$ cat config.mk
export PLATFORM = sky130hd
export DESIGN_NAME = freq_meter
export DESIGN_NICKNAME = d
export VERILOG_FILES = /design/src/rtl/freq_meter.sv
export SDC_FILE = /design/constraint.sdc
export NUM_CORES = 1
export LEC_CHECK = 0
export CAP_MARGIN = 20
export CORE_UTILIZATION = 29
export CTS_BUF_LIST = sky130_fd_sc_hd__clkbuf_16
export DETAILED_ROUTE_END_ITERATION = 8
export SLEW_MARGIN = 20
export SYNTH_ARGS = -nofsm -noshare
export SYNTH_HDL_FRONTEND = slang
export SYNTH_SLANG_ARGS = --single-unit
$ cat constraint.sdc
create_clock -name clk -period 4.1 [get_ports clk]
set_input_delay 0.82 -clock clk [delete_from_list [all_inputs] [get_ports clk]]
set_output_delay 0.82 -clock clk [all_outputs]
set_load 0.005 [all_outputs]
$ cat src/rtl/freq_meter.sv
// rtl/freq_meter.sv - gated edge-count frequency meter for an asynchronous input
//
// Purpose:
//   Counts rising edges of the asynchronous input sig_in over back-to-back gate
//   windows of GATE_CYCLES clk cycles. Each completed window reports its edge
//   count (saturated to CNT_W bits) with a one-cycle freq_valid strobe.
//
// Ports:
//   clk         in   1      system clock, all logic on posedge
//   rst         in   1      asynchronous active-high reset
//   en          in   1      measurement enable, synchronous to clk
//   sig_in      in   1      signal under measurement, asynchronous to clk
//   freq_count  out  CNT_W  edges counted in the last completed window
//   freq_valid  out  1      one-cycle strobe, result outputs just updated
//   overflow    out  1      last window saturated the edge counter
//   no_signal   out  1      last window counted zero edges
//   busy        out  1      meter is settling or gating

module freq_meter #(
  parameter int GATE_CYCLES = 12000,
  parameter int CNT_W       = 16
) (
  input  logic             clk,
  input  logic             rst,
  input  logic             en,
  input  logic             sig_in,
  output logic [CNT_W-1:0] freq_count,
  output logic             freq_valid,
  output logic             overflow,
  output logic             no_signal,
  output logic             busy
);

  localparam int                GATE_W    = $clog2(GATE_CYCLES);
  localparam logic [GATE_W-1:0] GATE_LAST = GATE_W'(GATE_CYCLES - 1);
  localparam logic [CNT_W-1:0]  CNT_MAX   = '1;

  typedef enum logic [1:0] {
    ST_IDLE   = 2'd0,
    ST_SETTLE = 2'd1,
    ST_GATE   = 2'd2
  } state_t;

  state_t             state_q,      state_d;
  logic               s1_q,         s1_d;
  logic               s2_q,         s2_d;
  logic               s3_q,         s3_d;
  logic [GATE_W-1:0]  gate_cnt_q,   gate_cnt_d;
  logic [CNT_W-1:0]   edge_cnt_q,   edge_cnt_d;
  logic               settle_cnt_q, settle_cnt_d;
  logic               ovf_pend_q,   ovf_pend_d;
  logic [CNT_W-1:0]   freq_count_q, freq_count_d;
  logic               freq_valid_q, freq_valid_d;
  logic               overflow_q,   overflow_d;
  logic               no_signal_q,  no_signal_d;

  logic               rise;
  logic               edge_at_max;
  logic               window_end;

  // s1 is the metastability catcher; the edge is detected between s2 and s3
  // so only settled values feed the counter.
  always_comb begin
    s1_d = sig_in;
    s2_d = s1_q;
    s3_d = s2_q;
  end

  assign rise        = s2_q & ~s3_q;
  assign edge_at_max = (edge_cnt_q == CNT_MAX);
  assign window_end  = (gate_cnt_q == GATE_LAST);

  always_comb begin
    state_d      = state_q;
    gate_cnt_d   = gate_cnt_q;
    edge_cnt_d   = edge_cnt_q;
    settle_cnt_d = settle_cnt_q;
    ovf_pend_d   = ovf_pend_q;
    freq_count_d = freq_count_q;
    overflow_d   = overflow_q;
    no_signal_d  = no_signal_q;
    freq_valid_d = 1'b0;

    case (state_q)
      ST_IDLE: begin
        gate_cnt_d   = '0;
        edge_cnt_d   = '0;
        settle_cnt_d = 1'b0;
        ovf_pend_d   = 1'b0;
        if (en) begin
          state_d = ST_SETTLE;
        end
      end

      // Two cycles with rise ignored, so a stale edge held in the
      // synchronizer from before enable never lands in the first window.
      ST_SETTLE: begin
        if (!en) begin
          state_d      = ST_IDLE;
          settle_cnt_d = 1'b0;
        end else if (settle_cnt_q) begin
          state_d      = ST_GATE;
          settle_cnt_d = 1'b0;
          gate_cnt_d   = '0;
          edge_cnt_d   = '0;
          ovf_pend_d   = 1'b0;
        end else begin
          settle_cnt_d = 1'b1;
        end
      end

      ST_GATE: begin
        if (!en) begin
          // Partial window is dropped; reported results stay untouched.
          state_d    = ST_IDLE;
          gate_cnt_d = '0;
          edge_cnt_d = '0;
          ovf_pend_d = 1'b0;
        end else if (window_end) begin
          // A rise in the closing cycle is folded into this window's result,
          // and the counters restart so the next window begins immediately.
          freq_count_d = (rise && edge_at_max) ? CNT_MAX
                                               : edge_cnt_q + CNT_W'(rise);
          overflow_d   = ovf_pend_q | (rise & edge_at_max);
          no_signal_d  = (edge_cnt_q == '0) & ~rise;
          freq_valid_d = 1'b1;
          gate_cnt_d   = '0;
          edge_cnt_d   = '0;
          ovf_pend_d   = 1'b0;
        end else begin
          gate_cnt_d = gate_cnt_q + GATE_W'(1);
          if (rise) begin
            if (edge_at_max) begin
              ovf_pend_d = 1'b1;
            end else begin
              edge_cnt_d = edge_cnt_q + CNT_W'(1);
            end
          end
        end
      end

      default: begin
        state_d      = ST_IDLE;
        gate_cnt_d   = '0;
        edge_cnt_d   = '0;
        settle_cnt_d = 1'b0;
        ovf_pend_d   = 1'b0;
      end
    endcase
  end

  always_ff @(posedge clk or posedge rst) begin
    if (rst) begin
      state_q      <= ST_IDLE;
      s1_q         <= 1'b0;
      s2_q         <= 1'b0;
      s3_q         <= 1'b0;
      gate_cnt_q   <= '0;
      edge_cnt_q   <= '0;
      settle_cnt_q <= 1'b0;
      ovf_pend_q   <= 1'b0;
      freq_count_q <= '0;
      freq_valid_q <= 1'b0;
      overflow_q   <= 1'b0;
      no_signal_q  <= 1'b0;
    end else begin
      state_q      <= state_d;
      s1_q         <= s1_d;
      s2_q         <= s2_d;
      s3_q         <= s3_d;
      gate_cnt_q   <= gate_cnt_d;
      edge_cnt_q   <= edge_cnt_d;
      settle_cnt_q <= settle_cnt_d;
      ovf_pend_q   <= ovf_pend_d;
      freq_count_q <= freq_count_d;
      freq_valid_q <= freq_valid_d;
      overflow_q   <= overflow_d;
      no_signal_q  <= no_signal_d;
    end
  end

  assign freq_count = freq_count_q;
  assign freq_valid = freq_valid_q;
  assign overflow   = overflow_q;
  assign no_signal  = no_signal_q;
  assign busy       = (state_q != ST_IDLE);

endmodule

==> impl_metrics.ini, run 1 <==
[setup_path]
cp_top_family = compound AO/OA/AOI/OAI gates
max_stage_delay_ns = 0.54
worstRegToRegCells = 5
cp_max_fo = 8
path_class = in2reg
r2r_end = edge_cnt_q[3]$_DFFE_PP0P_
required_ns = 4.26
cp.arrival_ns = 2.70
r2r_start = gate_cnt_q[8]$_DFFE_PP0P_
crit_path_cell_trace = clkdlybuf4s50_1 > nand2_1 > a2111oi_2 > and2_1 > a31o_2 > a31oi_1
path_buf_inv = 1
slowest_stage = clkdlybuf4s50_1
end_kind = flop
start_kind = input port
r2r_slack_ns = 1.71

[logic_synthesis]
syn_nets = 325
synth-seq-cells = 56
async_reset_ff_frac = 1.00
synthCells = 315
seq_area_frac_synth = 0.471
synth.distinct_cells = 51
synth_edf_count = 0
ys.flop_type = dfrtp_1
synth_warnings = 0
netlist_area_sq_mm = 0.00297
avgSynthCellArea_sq_um = 9.44

[pwr]
ir_worst_vdd_mv = 0.184
p_leak_uw = 0.00139
pwr_density_cell_mw_per_mm2 = 321
total_power_uw = 1100

[clocking]
clkSlewWorstSetupHoldPaths_ns = 0.08
clkLatencyLatePin_ns = 0.30
cts_hold_buffers = 0
cts_buffers = 5
cts_setup_buffers = 0
cts-resized-gates = 0
cts_root_buf = clkbuf_16
clock_sinks = 56
cts_buffer_depth = 2
cts_tree = yes
h-tree-depth = 2

[die]
start_util = 0.301
core_area_sq_mm = 0.00986
design.die.area_sq_mm = 0.0107
rows = 36
die_w_um = 103
fp.dieH_um = 103
pin_count = 24

[drt]
drcViolationCount = 0
routed_wl_um = 6220
wl_per_cell_um = 13.5
wl_met2_um = 2760
detail_route.iter0.violations = 134
wl_met3_um = 253
drtPass1Iterations = 4
ant_nets = 0
top_layer = met4
wl_met1_um = 3120
vias = 2334
vias_per_cell = 5.05

[grt]
grt_pass1_wl_um = 10700
globalRouteOverflowTotal = 0
track_usage = 0.127
grt_pass1_vias = 2224
antenna_found_initial = 0
grt_max_degree = 35

[sta]
slew_viol_final = 0
fmax_ghz = 0.395
setup_viol = 0
final.period_utilization = 0.618
rsz0062_at_grt = no
skew_ns = 0.00785
worst_pin_slew_ns = 1.05
finalHoldViolations = 0
relSlewSlack = 0.291
setup_tns_ns = 0
fin_crit_ns = 2.53
whs_ns = 0.367

[cells_and_area]
fill_cells = 991
fin_nets = 338
drive_above_1_share = 0.0729
final_cells = 462
n_antenna_cell = 0
syn2layout_area_growth_pct = 15.7

[placement]
dp_hpwl_um = 4340
gp_congestion = 0.866
io_buffers = 23
dp.cells = 454

[worst_hold_path]
hold_end = s2_q$_DFF_PP0_
min_from = s1_q$_DFF_PP0_
hold_depth = 0
hold_class = reg2reg

[job]
maxCapViolCount = 0

[outcome]
status = completed
routing by layer:
layer / vias up / GRT usage
li1: 1159 / -
met1: 1106 / 0.172
met2: 59 / 0.204
met3: 10 / 0.0249
met4: 0 / 0.0423
met5: - / 0
per-stage QoR:
step | worst slack, ns | area, sq um | util
after floorplan | 1.91 | 2970 | -
after global placement | 1.33 | 3270 | 0.331
after detailed placement | 1.32 | 3270 | 0.331
after CTS | 1.61 | 3440 | 0.349
after global routing | 1.38 | 3440 | 0.349
final | 1.57 | 3440 | 0.349
where the power goes:
group          total (uW)  internal (uW)  switching (uW)
combinational        50.7           13.4            37.3
sequential            560            556            3.79
clock                 495            291             204
placed cells by master, fill, tap and decap left out, drive strengths merged, types with 4 or more instances in the layout:
master and n:
dfrtp 56, nor2 34, nand2 23, clkdlybuf4s50 23, a21oi 20, o21ai 20
nand3 19, a31oi 18, inv 13, xnor2 12, nand4 9, xor2 8
ha 6, and3 5, o31ai 5, clkbuf 5, and2 5, nor4 5
and4 4, nor3 4
cells in the mapped netlist, types with 2 or more instances:
library cell / n / area share
a31oi_1: 18 / 0.038
nand3_1: 19 / 0.032
o31ai_1: 5 / 0.013
ha_1: 6 / 0.025
buf_2: 9 / 0.015
dfrtp_1: 56 / 0.47
nor2b_1: 2 / 0.0042
and2_1: 4 / 0.0084
nor2_1: 33 / 0.042
buf_4: 4 / 0.010
a211oi_1: 2 / 0.0050
or2_2: 2 / 0.0042
a21o_1: 2 / 0.0050
xnor2_1: 12 / 0.035
nor3_1: 4 / 0.0067
o21ai_0: 16 / 0.027
nand2_1: 23 / 0.029
and3_1: 5 / 0.011
o21ai_1: 3 / 0.0050
nand4_1: 9 / 0.019
inv_1: 12 / 0.015
and4_1: 4 / 0.012
nand2b_1: 2 / 0.0042
a21oi_1: 20 / 0.034
a41oi_1: 2 / 0.0059
nor4_1: 4 / 0.0084
xor2_1: 8 / 0.024
clkbuf_1: 4 / 0.0050
o22a_1: 3 / 0.0088
state kept, by name, indices dropped and copies added, names as in the netlist:
name,cells
s2_q,1
no_signal,1
freq_count,16
ovf_pend_q,1
overflow,1
gate_cnt_q,14
s1_q,1
edge_cnt_q,16
settle_cnt_q,1
freq_valid,1
s3_q,1
state_q,2
worst reg2reg max path: cells and delay by family (launching register included):
kind,cells,cell delay [ns]
AOI/OAI and AO/OA,3,1.19
and+or+nand+nor,2,0.65
DFF,1,0.43
area by class of cell:
class | count | area, sq um | share of cell area
repair buffers | 25 | 245 | 0.0713
inverters | 12 | 45.0 | 0.0131
multi-input cells | 228 | 1410 | 0.410
clock inverters | 3 | 46.3 | 0.0135
well taps | 133 | 166 | 0.0484
clock buffers | 5 | 125 | 0.0364
flip-flops and latches | 56 | 1400 | 0.407
how the worst max path moves through the flow:
stage	startpoint	end	slack [ns]	cells after the start
CTS	en	edge_cnt_q[15]$_DFFE_PP0P_	1.61	6
finish	en	edge_cnt_q[15]$_DFFE_PP0P_	1.57	6
floorplan	rst	edge_cnt_q[0]$_DFFE_PP0P_	1.91	1
global route	en	edge_cnt_q[15]$_DFFE_PP0P_	1.38	6
global placement	en	edge_cnt_q[15]$_DFFE_PP0P_	1.33	6
detailed placement	en	edge_cnt_q[15]$_DFFE_PP0P_	1.32	6
logic make-up after synthesis:
logic type	Yosys count	synth area share
muxes	2	0.00715
buffers and inverters	31	0.0543
xor gates and xnor gates	20	0.0589
AOI/OAI and AO/OA	81	0.178
adders and majority gates	6	0.0253
and+or+nand+nor	119	0.205
DFF	56	0.471
No activity file was read; power rests on OpenSTA's default activity.
==> run 2: changes to the inputs <==
==> constraint.sdc (replaced) <==
create_clock -name clk -period 2.65 [get_ports clk]
set_input_delay 0.53 -clock clk [delete_from_list [all_inputs] [get_ports clk]]
set_output_delay 0.53 -clock clk [all_outputs]
set_load 0.005 [all_outputs]
==> run 2 against run 1 <==
Net effect: final cell count rose by 1.7%; non-clock buffer count rose by 8; critical path depth did not move; clock skew rose by 0.0029 ns; largest cell class unchanged; largest power group unchanged.
==> impl_metrics.ini, run 2 (synthesis gave the netlist of run 1 again) <==
[clocking]
cts-resized-gates = 0
cts_buffers = 5
cts_hold_buffers = 0
cts_root_buf = clkbuf_16
clock_sinks = 56
clkLatencyLatePin_ns = 0.29
cts_tree = yes
h-tree-depth = 2
cts_setup_buffers = 0
cts_buffer_depth = 2
clkSlewWorstSetupHoldPaths_ns = 0.08

[placement]
placed_area_sq_mm = 0.00334
io_buffers = 23
dp.cells = 462
dp_hpwl_um = 4610
gp_congestion = 0.825

[setup_path]
start_kind = input port
end_kind = flop
cp_max_fo = 8
path_class = in2reg
required_ns = 2.87
cp.arrival_ns = 2.41

[drt]
wl_per_cell_um = 13.9
ant_nets = 0
detail_route.iter0.violations = 146
drtPass1Iterations = 4
vias = 2359
routed_wl_um = 6540
drcViolationCount = 0
vias_per_cell = 5.02

[cells_and_area]
final_common_cell = dfrtp_1
n_antenna_cell = 0
fill_cells = 1001
fin_nets = 346
drive_above_1_share = 0.0920
final_cell_mix = dfrtp_1 (56), nor2_1 (33), nand2_1 (23), clkdlybuf4s50_1 (23), a21oi_1 (20)
final_cells = 470
syn2layout_area_growth_pct = 18.0
utilization = 0.356
fin_area_sq_mm = 0.00351

[sta]
setup_tns_ns = 0
relSlewSlack = 0.528
final.period_utilization = 0.826
skew_ns = 0.0108
setup_viol = 0
fmax_ghz = 0.457
whs_ns = 0.351
rsz0062_at_grt = no
worst_pin_slew_ns = 0.703
fin_crit_ns = 2.19
slew_viol_final = 0
finalHoldViolations = 0

[die]
start_util = 0.301
fp.dieH_um = 103
rows = 36
core_area_sq_mm = 0.00986
pin_count = 24
design.die.area_sq_mm = 0.0107
die_w_um = 103

[pwr]
ir_worst_vdd_mv = 0.290
switching_share = 0.221
p_int_uw = 1340
power.switching_uw = 379
p_leak_uw = 0.00144
pwr_density_cell_mw_per_mm2 = 489
p_clk_frac = 0.443
pwr-share-comb = 0.052
seqPwrFrac = 0.504

[grt]
globalRouteOverflowTotal = 0
antenna_found_initial = 0
grt_pass1_vias = 2376
grt_pass1_wl_um = 11400
grt_max_degree = 57
track_usage = 0.136

[outcome]
status = completed

[worst_hold_path]
hold_class = reg2reg

[job]
maxCapViolCount = 0
==> run 2: cell type report <==
| cell class | count | area (sq um) | share of cell area |
|---|---|---|---|
| clock inverters | 3 | 42.5 | 0.0121 |
| multi-input cells | 228 | 1410 | 0.402 |
| flip-flops and latches | 56 | 1400 | 0.399 |
| inverters | 12 | 45.0 | 0.0128 |
| repair buffers | 33 | 318 | 0.0906 |
| clock buffers | 5 | 125 | 0.0357 |
| well taps | 133 | 166 | 0.0474 |
==> run 2: final timing paths <==
path                                           startpoint                          to  slack [ns]  depth (start not counted)
max in group asynchronous                             rst   gate_cnt_q[5]$_DFFE_PP0P_        1.77                          3
worst min-delay path                       s1_q$_DFF_PP0_              s2_q$_DFF_PP0_        0.35                          0
worst max-delay path                                   en  edge_cnt_q[15]$_DFFE_PP0P_        0.46                          6
min in group asynchronous                             rst       no_signal$_DFFE_PP0P_        0.61                          3
worst min register to register             s1_q$_DFF_PP0_              s2_q$_DFF_PP0_        0.35                          0
worst max register to register  edge_cnt_q[6]$_DFFE_PP0P_  freq_count[13]$_DFFE_PP0P_        0.62                          5
==> run 2: power by group through the flow <==
stage	clock, uW	combinational, uW	sequential [uW]
floorplan	0	53.3	881
global placement	0	90.0	882
detailed placement	0	91.3	882
CTS	781	91.9	865
global route	805	102	866
finish	761	89.6	866
==> run 2: layer usage <==
| metal | GRT usage | routed length [um] | vias up |
|---|---|---|---|
| met2 | 0.223 | 2950 | 46 |
| met5 | 0 | 0 | - |
| met4 | 0.0379 | 71 | 0 |
| met1 | 0.184 | 3260 | 1126 |
| met3 | 0.0255 | 259 | 8 |
| li1 | - | - | 1179 |
==> run 2: through the flow <==
stage	total power [uW]	worst slack, ns
floorplan	934	0.749
global placement	972	0.216
detailed placement	974	0.150
CTS	1740	0.456
global route	1770	0.237
finish	1720	0.462
==> run 2: worst max-delay path, stage by stage <==
cell and delay (ns):
clkdlybuf4s50_1 0.53, nand2_1 0.17, a2111oi_2 0.46, and2_1 0.36, a41oi_1 0.16, a31oi_1 0.18
==> run 3: changes to the inputs <==
==> constraint.sdc (replaced) <==
create_clock -name clk -period 2 [get_ports clk]
set_input_delay 0.4 -clock clk [delete_from_list [all_inputs] [get_ports clk]]
set_output_delay 0.4 -clock clk [all_outputs]
set_load 0.005 [all_outputs]
==> run 3 against run 2 <==
Net effect: die area unchanged; wire length is 6.0% higher; sequential share of layout area down 3.2 points; global-route usage increased by 0.41 points; count of clock-buffer cells in the layout is the same; utilization is 3.1 points higher; total power increased by 25%; largest cell class unchanged.
==> impl_metrics.ini, run 3 (synthesis gave the netlist of run 1 again) <==
[die]
start_util = 0.301
rows = 36
design.die.area_sq_mm = 0.0107
core_area_sq_mm = 0.00986
pin_count = 24
die_w_um = 103
fp.dieH_um = 103

[sta]
fmax_ghz = 0.526
fin_crit_ns = 1.90
setup_tns_ns = 0
skew_ns = 0.0117
setup_viol = 0
whs_ns = 0.368
finalHoldViolations = 0
worst_pin_slew_ns = 0.409
slew_viol_final = 0
final.period_utilization = 0.950
relSlewSlack = 0.727

[pwr]
ir_worst_vdd_mv = 0.321
pwr_density_cell_mw_per_mm2 = 563
p_leak_uw = 0.00162

[worst_hold_path]
hold_class = reg2reg

[cells_and_area]
utilization = 0.387
final_common_cell = dfrtp_1
fill_cells = 973
n_antenna_cell = 0
syn2layout_area_growth_pct = 28.4
final_cell_mix = dfrtp_1 (56), buf_4 (38), nor2_1 (32)
fin_nets = 379
drive_above_1_share = 0.186

[setup_path]
path_class = reg2reg
start_kind = flop
cp.arrival_ns = 2.09
required_ns = 2.19
cp_max_fo = 7
end_kind = flop

[drt]
wl_per_cell_um = 13.8
drtPass1Iterations = 4
vias_per_cell = 5.03
ant_nets = 0
vias = 2528
routed_wl_um = 6930
drcViolationCount = 0
detail_route.iter0.violations = 96

[clocking]
cts_buffers = 5
cts_buffer_depth = 2
h-tree-depth = 2
cts_root_buf = clkbuf_16
clock_sinks = 56
clkSlewWorstSetupHoldPaths_ns = 0.08
clkLatencyLatePin_ns = 0.30
cts_tree = yes

[grt]
grt_pass1_wl_um = 11600
grt_pass1_vias = 2417
globalRouteOverflowTotal = 0
track_usage = 0.140
grt_max_degree = 41
antenna_found_initial = 0

[outcome]
status = completed

[placement]
dp_hpwl_um = 4950
io_buffers = 23
gp_congestion = 0.854

[job]
maxCapViolCount = 0
[run 3: routing by layer]
metal | GRT usage | vias to the layer above | wire length [um]
li1 | - | 1240 | -
met1 | 0.195 | 1215 | 3370
met2 | 0.219 | 63 | 3200
met3 | 0.0249 | 10 | 255
met4 | 0.0488 | 0 | 107
met5 | 0 | - | 0
[run 3: what timing repair did]
item	in CTS	in global routing
resized for setup	4	9
pin swaps	1	3
gates cloned	0	1
hold buffers	0	0
setup buffers	1	5
setup endpoints to repair	35	40
[run 3: path summary, 6_finish.rpt]
path | from | depth (start not counted) | to | slack, ns
setup reg to reg | gate_cnt_q[8]$_DFFE_PP0P_ | 5 | no_signal$_DFFE_PP0P_ | 0.1
min in group asynchronous | rst | 2 | no_signal$_DFFE_PP0P_ | 0.39
hold reg to reg | s1_q$_DFF_PP0_ | 0 | s2_q$_DFF_PP0_ | 0.37
max in group asynchronous | rst | 3 | edge_cnt_q[9]$_DFFE_PP0P_ | 1.06
setup / recovery | gate_cnt_q[8]$_DFFE_PP0P_ | 5 | no_signal$_DFFE_PP0P_ | 0.1
hold / removal | s1_q$_DFF_PP0_ | 0 | s2_q$_DFF_PP0_ | 0.37
[run 3: critical path: stages, from the launching register on]
cell and delay (ns):
dfrtp_1 0.41, or3b_4 0.44, buf_4 0.15, nor4_4 0.17, and2_4 0.27, mux2_2 0.35
[run 3: per-stage QoR]
stage / instance area, sq um / setup WS, ns / instances / total power [uW]
after floorplan: 2970 / 0.172 / 315 / 1240
after global placement: 3550 / -0.272 / 488 / 1300
after detailed placement: 3550 / -0.377 / 488 / 1300
after CTS: 3730 / 0.00459 / 497 / 2180
after global routing: 3820 / -0.00548 / 503 / 2240
final: 3820 / 0.0994 / 503 / 2150
[run 3: cell type report]
type | count | area, sq um | area share
Tap cell | 133 | 166 | 0.0436
Clock buffer | 5 | 125 | 0.0328
Clock inverter | 3 | 20.0 | 0.00525
Multi-Input combinational cell | 229 | 1480 | 0.387
Timing Repair Buffer | 65 | 582 | 0.152
Sequential cell | 56 | 1400 | 0.367
Inverter | 12 | 45.0 | 0.0118
[run 3: report_power, final]
part | switching, uW | internal (uW) | total (uW)
Combinational | 86.9 | 52.0 | 139
Sequential | 7.82 | 1140 | 1150
Clock | 398 | 463 | 860
Total | 492 | 1650 | 2150
